**src/rtl/vga_timing_pkg.sv**
```systemverilog
// Shared VGA scan-out timing constants and pipeline types.
// Latency: none; definitions only.
// Backpressure: none; the scan-out path is free-running.
package vga_timing_pkg;

    // 640x480@60 defaults, all in pixel periods / lines
    localparam int DEF_H_VIS  = 640;
    localparam int DEF_H_FP   = 16;
    localparam int DEF_H_SYNC = 96;
    localparam int DEF_H_BP   = 48;
    localparam int DEF_V_VIS  = 480;
    localparam int DEF_V_FP   = 10;
    localparam int DEF_V_SYNC = 2;
    localparam int DEF_V_BP   = 33;

    localparam int H_TOT     = DEF_H_VIS + DEF_H_FP + DEF_H_SYNC + DEF_H_BP;
    localparam int V_TOT     = DEF_V_VIS + DEF_V_FP + DEF_V_SYNC + DEF_V_BP;
    localparam int FRAME_PIX = DEF_H_VIS * DEF_V_VIS;

    // Colour byte lanes inside the 24-bit pixel word
    localparam int R_LSB = 0;
    localparam int G_LSB = 8;
    localparam int B_LSB = 16;

    localparam int CNT_W  = 10;
    localparam int ADDR_W = 19;
    localparam int COL_W  = 24;

    // Sync/visible bundle carried down the alignment delay line
    typedef struct packed {
        logic hs_n;
        logic vs_n;
        logic vis;
    } sync_t;

    localparam sync_t SYNC_IDLE = '{hs_n: 1'b1, vs_n: 1'b1, vis: 1'b0};

endpackage

```
**src/rtl/vga_pixel_reader_timing_gen.sv**
```systemverilog
// Pixel-clock divider, h/v raster counters, raw sync/visible flags and frame tick.
// Latency: raw flags are combinational from the counters; counters step once per pix_en.
// Backpressure: none; free-running raster.
module vga_timing_gen
    import vga_timing_pkg::*;
#(
    parameter int CLK_DIV = 2,
    parameter int H_VIS   = DEF_H_VIS,
    parameter int H_FP    = DEF_H_FP,
    parameter int H_SYNC  = DEF_H_SYNC,
    parameter int H_BP    = DEF_H_BP,
    parameter int V_VIS   = DEF_V_VIS,
    parameter int V_FP    = DEF_V_FP,
    parameter int V_SYNC  = DEF_V_SYNC,
    parameter int V_BP    = DEF_V_BP
) (
    input  logic  clk,
    input  logic  reset,
    output logic  pix_en_o,
    output sync_t raw_o,
    output logic  frame_wrap_o,
    output logic  frame_tick_o,
    output logic  vga_clk_o
);

    localparam int DIV_W   = $clog2(CLK_DIV);
    localparam int H_TOT_P = H_VIS + H_FP + H_SYNC + H_BP;
    localparam int V_TOT_P = V_VIS + V_FP + V_SYNC + V_BP;
    localparam int HS_BEG_P = H_VIS + H_FP;
    localparam int HS_END_P = HS_BEG_P + H_SYNC;
    localparam int VS_BEG_P = V_VIS + V_FP;
    localparam int VS_END_P = VS_BEG_P + V_SYNC;

    localparam logic [DIV_W-1:0] DIV_LAST = DIV_W'(CLK_DIV - 1);
    localparam logic [DIV_W-1:0] DIV_HALF = DIV_W'(CLK_DIV / 2);
    localparam logic [CNT_W-1:0] H_LAST   = CNT_W'(H_TOT_P - 1);
    localparam logic [CNT_W-1:0] V_LAST   = CNT_W'(V_TOT_P - 1);
    localparam logic [CNT_W-1:0] H_VIS_C  = CNT_W'(H_VIS);
    localparam logic [CNT_W-1:0] V_VIS_C  = CNT_W'(V_VIS);
    localparam logic [CNT_W-1:0] V_TICK   = CNT_W'(V_VIS - 1);
    localparam logic [CNT_W-1:0] HS_BEG   = CNT_W'(HS_BEG_P);
    localparam logic [CNT_W-1:0] HS_END   = CNT_W'(HS_END_P);
    localparam logic [CNT_W-1:0] VS_BEG   = CNT_W'(VS_BEG_P);
    localparam logic [CNT_W-1:0] VS_END   = CNT_W'(VS_END_P);

    logic [DIV_W-1:0] div_q, div_d;
    logic [CNT_W-1:0] h_cnt_q, h_cnt_d;
    logic [CNT_W-1:0] v_cnt_q, v_cnt_d;
    logic             pix_en, h_last, v_last;

    assign pix_en = (div_q == DIV_LAST);
    assign h_last = (h_cnt_q == H_LAST);
    assign v_last = (v_cnt_q == V_LAST);

    // Divider and raster counter state
    always_ff @(posedge clk or posedge reset) begin
        if (reset) begin
            div_q   <= '0;
            h_cnt_q <= '0;
            v_cnt_q <= '0;
        end else begin
            div_q   <= div_d;
            h_cnt_q <= h_cnt_d;
            v_cnt_q <= v_cnt_d;
        end
    end

    // Divider wraps on pix_en; h steps every pixel, v steps when h wraps
    always_comb begin
        div_d   = pix_en ? '0 : div_q + DIV_W'(1);
        h_cnt_d = h_cnt_q;
        v_cnt_d = v_cnt_q;
        if (pix_en) begin
            if (h_last) begin
                h_cnt_d = '0;
                v_cnt_d = v_last ? '0 : v_cnt_q + CNT_W'(1);
            end else begin
                h_cnt_d = h_cnt_q + CNT_W'(1);
            end
        end
    end

    // Raw raster flags in the counter domain (undelayed)
    always_comb begin
        raw_o.vis    = (h_cnt_q < H_VIS_C) && (v_cnt_q < V_VIS_C);
        raw_o.hs_n   = !((h_cnt_q >= HS_BEG) && (h_cnt_q < HS_END));
        raw_o.vs_n   = !((v_cnt_q >= VS_BEG) && (v_cnt_q < VS_END));
        frame_wrap_o = pix_en && h_last && v_last;
        frame_tick_o = pix_en && h_last && (v_cnt_q == V_TICK);
    end

    assign pix_en_o  = pix_en;
    assign vga_clk_o = (div_q < DIV_HALF);

endmodule

```
**src/rtl/vga_pixel_reader.sv**
```systemverilog
// VGA scan-out: raster timing, linear pixel address to the source, aligned DAC outputs.
// Latency: 2+RD_LAT pixel periods from raster counters to vga_* pins.
// Backpressure: none; the source must return pixel_data RD_LAT pix_en stages after addr.
module vga_pixel_reader
    import vga_timing_pkg::*;
#(
    parameter int CLK_DIV = 2,
    parameter int H_VIS   = DEF_H_VIS,
    parameter int H_FP    = DEF_H_FP,
    parameter int H_SYNC  = DEF_H_SYNC,
    parameter int H_BP    = DEF_H_BP,
    parameter int V_VIS   = DEF_V_VIS,
    parameter int V_FP    = DEF_V_FP,
    parameter int V_SYNC  = DEF_V_SYNC,
    parameter int V_BP    = DEF_V_BP,
    parameter int RD_LAT  = 0
) (
    input  logic              clk,
    input  logic              reset,
    output logic [ADDR_W-1:0] addr,
    input  logic [COL_W-1:0]  pixel_data,
    output logic [7:0]        vga_r,
    output logic [7:0]        vga_g,
    output logic [7:0]        vga_b,
    output logic              vga_hs,
    output logic              vga_vs,
    output logic              vga_blank_n,
    output logic              vga_sync_n,
    output logic              vga_clk,
    output logic              frame_tick
);

    // One stage for the address register, RD_LAT for the source, one for the colour register
    localparam int DLY = 2 + RD_LAT;

    logic              pix_en, frame_wrap;
    sync_t             raw;
    logic [ADDR_W-1:0] addr_cnt_q, addr_cnt_d;
    logic [ADDR_W-1:0] addr_q, addr_d;
    sync_t [DLY-1:0]   dly_q, dly_d;
    logic [COL_W-1:0]  rgb_q, rgb_d;

    vga_timing_gen #(
        .CLK_DIV (CLK_DIV),
        .H_VIS   (H_VIS),
        .H_FP    (H_FP),
        .H_SYNC  (H_SYNC),
        .H_BP    (H_BP),
        .V_VIS   (V_VIS),
        .V_FP    (V_FP),
        .V_SYNC  (V_SYNC),
        .V_BP    (V_BP)
    ) u_timing (
        .clk          (clk),
        .reset        (reset),
        .pix_en_o     (pix_en),
        .raw_o        (raw),
        .frame_wrap_o (frame_wrap),
        .frame_tick_o (frame_tick),
        .vga_clk_o    (vga_clk)
    );

    // Address counter, address register, alignment delay line and colour register
    always_ff @(posedge clk or posedge reset) begin
        if (reset) begin
            addr_cnt_q <= '0;
            addr_q     <= '0;
            dly_q      <= {DLY{SYNC_IDLE}};
            rgb_q      <= '0;
        end else begin
            addr_cnt_q <= addr_cnt_d;
            addr_q     <= addr_d;
            dly_q      <= dly_d;
            rgb_q      <= rgb_d;
        end
    end

    // addr_cnt tracks the index of the current visible pixel; addr only
    // moves on visible pixels so it holds through blanking
    always_comb begin
        addr_cnt_d = addr_cnt_q;
        addr_d     = addr_q;
        if (pix_en) begin
            if (frame_wrap) begin
                addr_cnt_d = '0;
            end else if (raw.vis) begin
                addr_cnt_d = addr_cnt_q + ADDR_W'(1);
                addr_d     = addr_cnt_q;
            end
        end
    end

    // Delay line keeps syncs in step with colour; stage RD_LAT matches the
    // pixel currently presented on pixel_data, so it gates the capture
    always_comb begin
        dly_d = dly_q;
        rgb_d = rgb_q;
        if (pix_en) begin
            dly_d = {dly_q[DLY-2:0], raw};
            rgb_d = dly_q[RD_LAT].vis ? pixel_data : '0;
        end
    end

    assign addr        = addr_q;
    assign vga_r       = rgb_q[R_LSB +: 8];
    assign vga_g       = rgb_q[G_LSB +: 8];
    assign vga_b       = rgb_q[B_LSB +: 8];
    assign vga_hs      = dly_q[DLY-1].hs_n;
    assign vga_vs      = dly_q[DLY-1].vs_n;
    assign vga_blank_n = dly_q[DLY-1].vis;
    assign vga_sync_n  = 1'b0;

endmodule

```
**config.mk**
```make
export PLATFORM = sky130hd
export DESIGN_NAME = vga_pixel_reader
export DESIGN_NICKNAME = d
export VERILOG_FILES = /design/src/rtl/vga_timing_pkg.sv /design/src/rtl/vga_pixel_reader_timing_gen.sv /design/src/rtl/vga_pixel_reader.sv
export SDC_FILE = /design/constraint.sdc
export NUM_CORES = 1
export LEC_CHECK = 0
export CAP_MARGIN = 20
export CORE_MARGIN = 1.5
export CORE_UTILIZATION = 54
export CTS_BUF_LIST = sky130_fd_sc_hd__clkbuf_2 sky130_fd_sc_hd__clkbuf_4 sky130_fd_sc_hd__clkbuf_8
export CTS_CLUSTER_SIZE = 24
export DETAILED_ROUTE_END_ITERATION = 10
export GPL_TIMING_DRIVEN = 1
export PLACE_DENSITY = 0.91
export SETUP_SLACK_MARGIN = 0.2
export SLEW_MARGIN = 20
export SYNTH_ARGS = -nofsm -noshare
export SYNTH_HDL_FRONTEND = slang
export SYNTH_HIERARCHICAL = 1
export SYNTH_SLANG_ARGS = --single-unit
```
**constraint.sdc**
```tcl
create_clock -name clk -period 2.6 [get_ports clk]
set_input_delay 0.52 -clock clk [delete_from_list [all_inputs] [get_ports clk]]
set_output_delay 0.52 -clock clk [all_outputs]
set_load 0.03 [all_outputs]
```
==> impl_results.md <==
- Total of max-cap violations: 0
- Port Buffer Count: between 70 and 80
- Mux cell area share after synthesis: about 2.6%
- Synthesized instance count: 392
- Post-layout minimum cycle time: roughly 2.3 ns
- Fraction of layout cells with a size suffix above 1: 11.5%
- Number of remaining DRC errors: 0
- CP endpoint: frame_tick
- YS warnings: 6
- Total negative setup slack: 0 ns
- Core ar.: 0.00729 mm2
- Leakage: 0.00231 uW
- Worst slew pin tran: 0.872 ns
- Total CTS buffers: 9
- PwrDens: 508 mW/mm2
- Fmax: 0.431 GHz
- Vias per std cell: around 5.7
- Boundary Pins: 75
- Fillers: ~540
- Ant. Diodes: 0
- Largest family of logic cells by synthesized area: simple AND/OR/NAND/NOR gates
- Post-Synth Simple-Gate Area: between 20% and 30%
- H-tree levels: 3
- RePlAce Congestion: 0.791
- Hold Crit Class: flip-flop to flip-flop
- Post-synth EDFFs: 0
- P&R area growth vs syn: 26.1%
- Combinational share of power: 6.3%
- Clock share of power: about two fifths
- Compound-cell area share of the yosys netlist: between 10% and 20%
- CP startpoint: u_timing/h_cnt_q[1]$_DFFE_PP0P_
- Number of global-route vias before repair: 3178
- Nets: 495
- First-pass GRT wire length: 15200 um
- CP max FO: 5
- Register area share after synthesis: 54.4%
- Worst EP required: 2.08 ns
- Crit path kind: flip-flop to output pin
- Post-synthesis async set-or-reset flop share: 100%
- Post-DP HPWL: ~6000 um
- Initial antenna violation count: 0
- Peak VDD IR: ~0.27 mV
- Longest Clk Path Bufs: 2
- Setup crit end kind: output pin
- Clk Latency, worst-skew pair: ~0.36 ns
- Die Wd: 90.2 um
- Total Wirelength: 8920 um
- Synthesized area per cell: 10.5 um2
- Finish-stage setup viols: 0
- FF+latch count, synth: 89
- Reg-to-Reg End: addr_cnt_q[15]$_DFFE_PP0P_
- 1st-iter DRT viols: 161
- Adder-cell share of the synthesized area: 1.53%
- Sequential share of power: 53.8%
- Worst R2R Setup Slack: 0.38 ns
- Final ANT Viol Nets: 0
- Worst clock skew: 0.0118 ns
- P_int: about 2000 uW
- Routed len/inst: 15.7 um
- Max-slew violation count: 0
- Post-synth cell types: 54
- Rel. slew slack: a little over two fifths
- CP Launch Type: flip-flop
- Grt total ovfl: 0
- Initial core utilization: approximately 56%
- Tot GR Track Use: 23.0%
- Die area: around 0.0081 mm2
- CP Data Arrival Time: 1.80 ns
- Pre-antenna DRT Iters: 4
- Sw Pwr: 590 uW
- Syn_nets: around 420
- Post-Syn Area: 0.00410 mm2
- Fin crit share: 89.3%
- RSZ-0062 raised after global routing: false
- Via Count: 3264
- Root Driver: clkbuf_8
- Sw frac: ~22%
- Largest net degree at the start of global routing: between 40 and 50
- Clock transition at the register clock pins on the worst setup and hold paths after CTS: 0.09 ns
- Vert. Die Dim: roughly 90 um
- CTS tree: done
- FF-to-FF path depth: 9
- Main flop type after synthesis: dfrtp_1
- XOR/XNOR Fraction of Synth Area: under 10%
- Sink Count: 89
- Total Power: 2630 uW
- Row cnt: 31
- Reg2reg start: u_timing/v_cnt_q[1]$_DFFE_PP0P_
- Final hold vios: 0
- Run status: completed
==> routing by layer <==
metal  GRT usage (%)  part of all wire [%]
met3            3.30                   3.8
met2            39.5                    53
met4            8.33                   1.7
met1            29.5                    42
met5               0                     0
==> kinds of logic after synthesis <==
group	after synthesis
simple gates	169
flops	89
compound gates	68
buf+inv	34
xor+xnor	16
mux	10
fa+ha+maj	5
other cells	1
==> Yosys cell counts (8+ instances only) <==
cell      instances  area, um2
a22o_1           25        219
buf_2             9       45.0
clkbuf_1          9       33.8
dfrtp_1          85       2130
inv_1            10       37.5
nand2_1          72        270
nand3_1          23        115
nand4_1          10       62.6
nor2_1           19       71.3
o21ai_0          21        105
xnor2_1           8       70.1
xor2_1            8       70.1
==> worst min-delay path by stage <==
stage,from,to,slack (ns),cells past startpoint
after global placement,addr[13]$_DFFE_PP0P_,addr[13]$_DFFE_PP0P_,0.46,2
final,addr[2]$_DFFE_PP0P_,addr[2]$_DFFE_PP0P_,0.48,2
after floorplan,addr_cnt_q[18]$_DFFE_PP0P_,addr_cnt_q[18]$_DFFE_PP0P_,0.47,2
after CTS,addr[13]$_DFFE_PP0P_,addr[13]$_DFFE_PP0P_,0.48,2
after detailed placement,addr[13]$_DFFE_PP0P_,addr[13]$_DFFE_PP0P_,0.46,2
after global routing,addr[14]$_DFFE_PP0P_,addr[14]$_DFFE_PP0P_,0.50,2
==> area by class of cell <==
cell class / instances / area (um2) / area share, %
clock inverter: 6 / 91.3 / 1.77
tap: 99 / 124 / 2.40
inverter: 10 / 37.5 / 0.726
clock buffer: 10 / 131 / 2.54
sequential: 89 / 2230 / 43.2
timing repair buffer: 85 / 835 / 16.1
multi-input combinational: 269 / 1720 / 33.2
==> flip-flops by register name, indices dropped and copies added (netlist names) <==
signal	flops
dly_q	3
vga_hs	1
vga_blank_n	1
addr	19
u_timing/v_cnt_q	10
rgb_q	24
u_timing/h_cnt_q	10
addr_cnt_q	19
vga_vs	1
u_timing/pix_en_o	1
==> placed cells by master, fill, tap and decap left out, drive strengths merged, types with 2 or more instances in the layout <==
cell and instances:
xnor2 8, nor3 7, a41oi 3, nand2 72, nor4 4, nor4b 2
bufinv 2, clkinvlp 3, dfrtp 85, o31ai 4, nand4b 2, and4 7
buf 13, ha 5, mux2 5, mux2i 5, a31oi 2, nor2 19
nand3 24, xor2 8, o211ai 2, clkdlybuf4s50 72, clkbuf 10, o21ai 21
a21o 2, nand4 11, dfstp 4, nand3b 2, a21oi 5, inv 11
and3 7, a22o 25, and2 3
==> worst max-delay path: stages (launching register included) <==
cell	delay (ns)
dfrtp_2	0.42
ha_4	0.17
and4_4	0.26
nand4_1	0.15
nor4_2	0.25
buf_4	0.20
==> power groups by stage <==
stage          Combinational, uW  Clock, uW  Sequential (uW)
2_1_floorplan               38.9          0             1480
3_3_place_gp                 165          0             1440
3_5_place_dp                 169          0             1440
4_1_cts                      169       1060             1410
5_1_grt                      178       1130             1420
6_report                     165       1050             1410
==> timing repair <==
| item | 4_1_cts | 5_1_grt |
|---|---|---|
| setup buffers | 2 | 1 |
| endpoints found under the hold margin | 0 | 0 |
| hold buffers | 0 | 0 |
| setup endpoints to repair | 1 | 2 |
| resized for setup | 3 | 3 |
==> per-stage QoR <==
step / hold WS [ns] / cells / utilization (%) / worst slack, ns / cell area (um2)
final: 0.481 / 568 / 70.9 / 0.278 / 5170
after global routing: 0.504 / 568 / 70.9 / 0.206 / 5170
after CTS: 0.485 / 567 / 70.6 / 0.217 / 5150
after detailed placement: 0.463 / 549 / 67.3 / 0.341 / 4900
after global placement: 0.458 / 549 / 67.3 / 0.430 / 4900
after floorplan: 0.472 / 392 / - / 0.375 / 4110
Note: power is estimated with default switching activity, not from simulation.
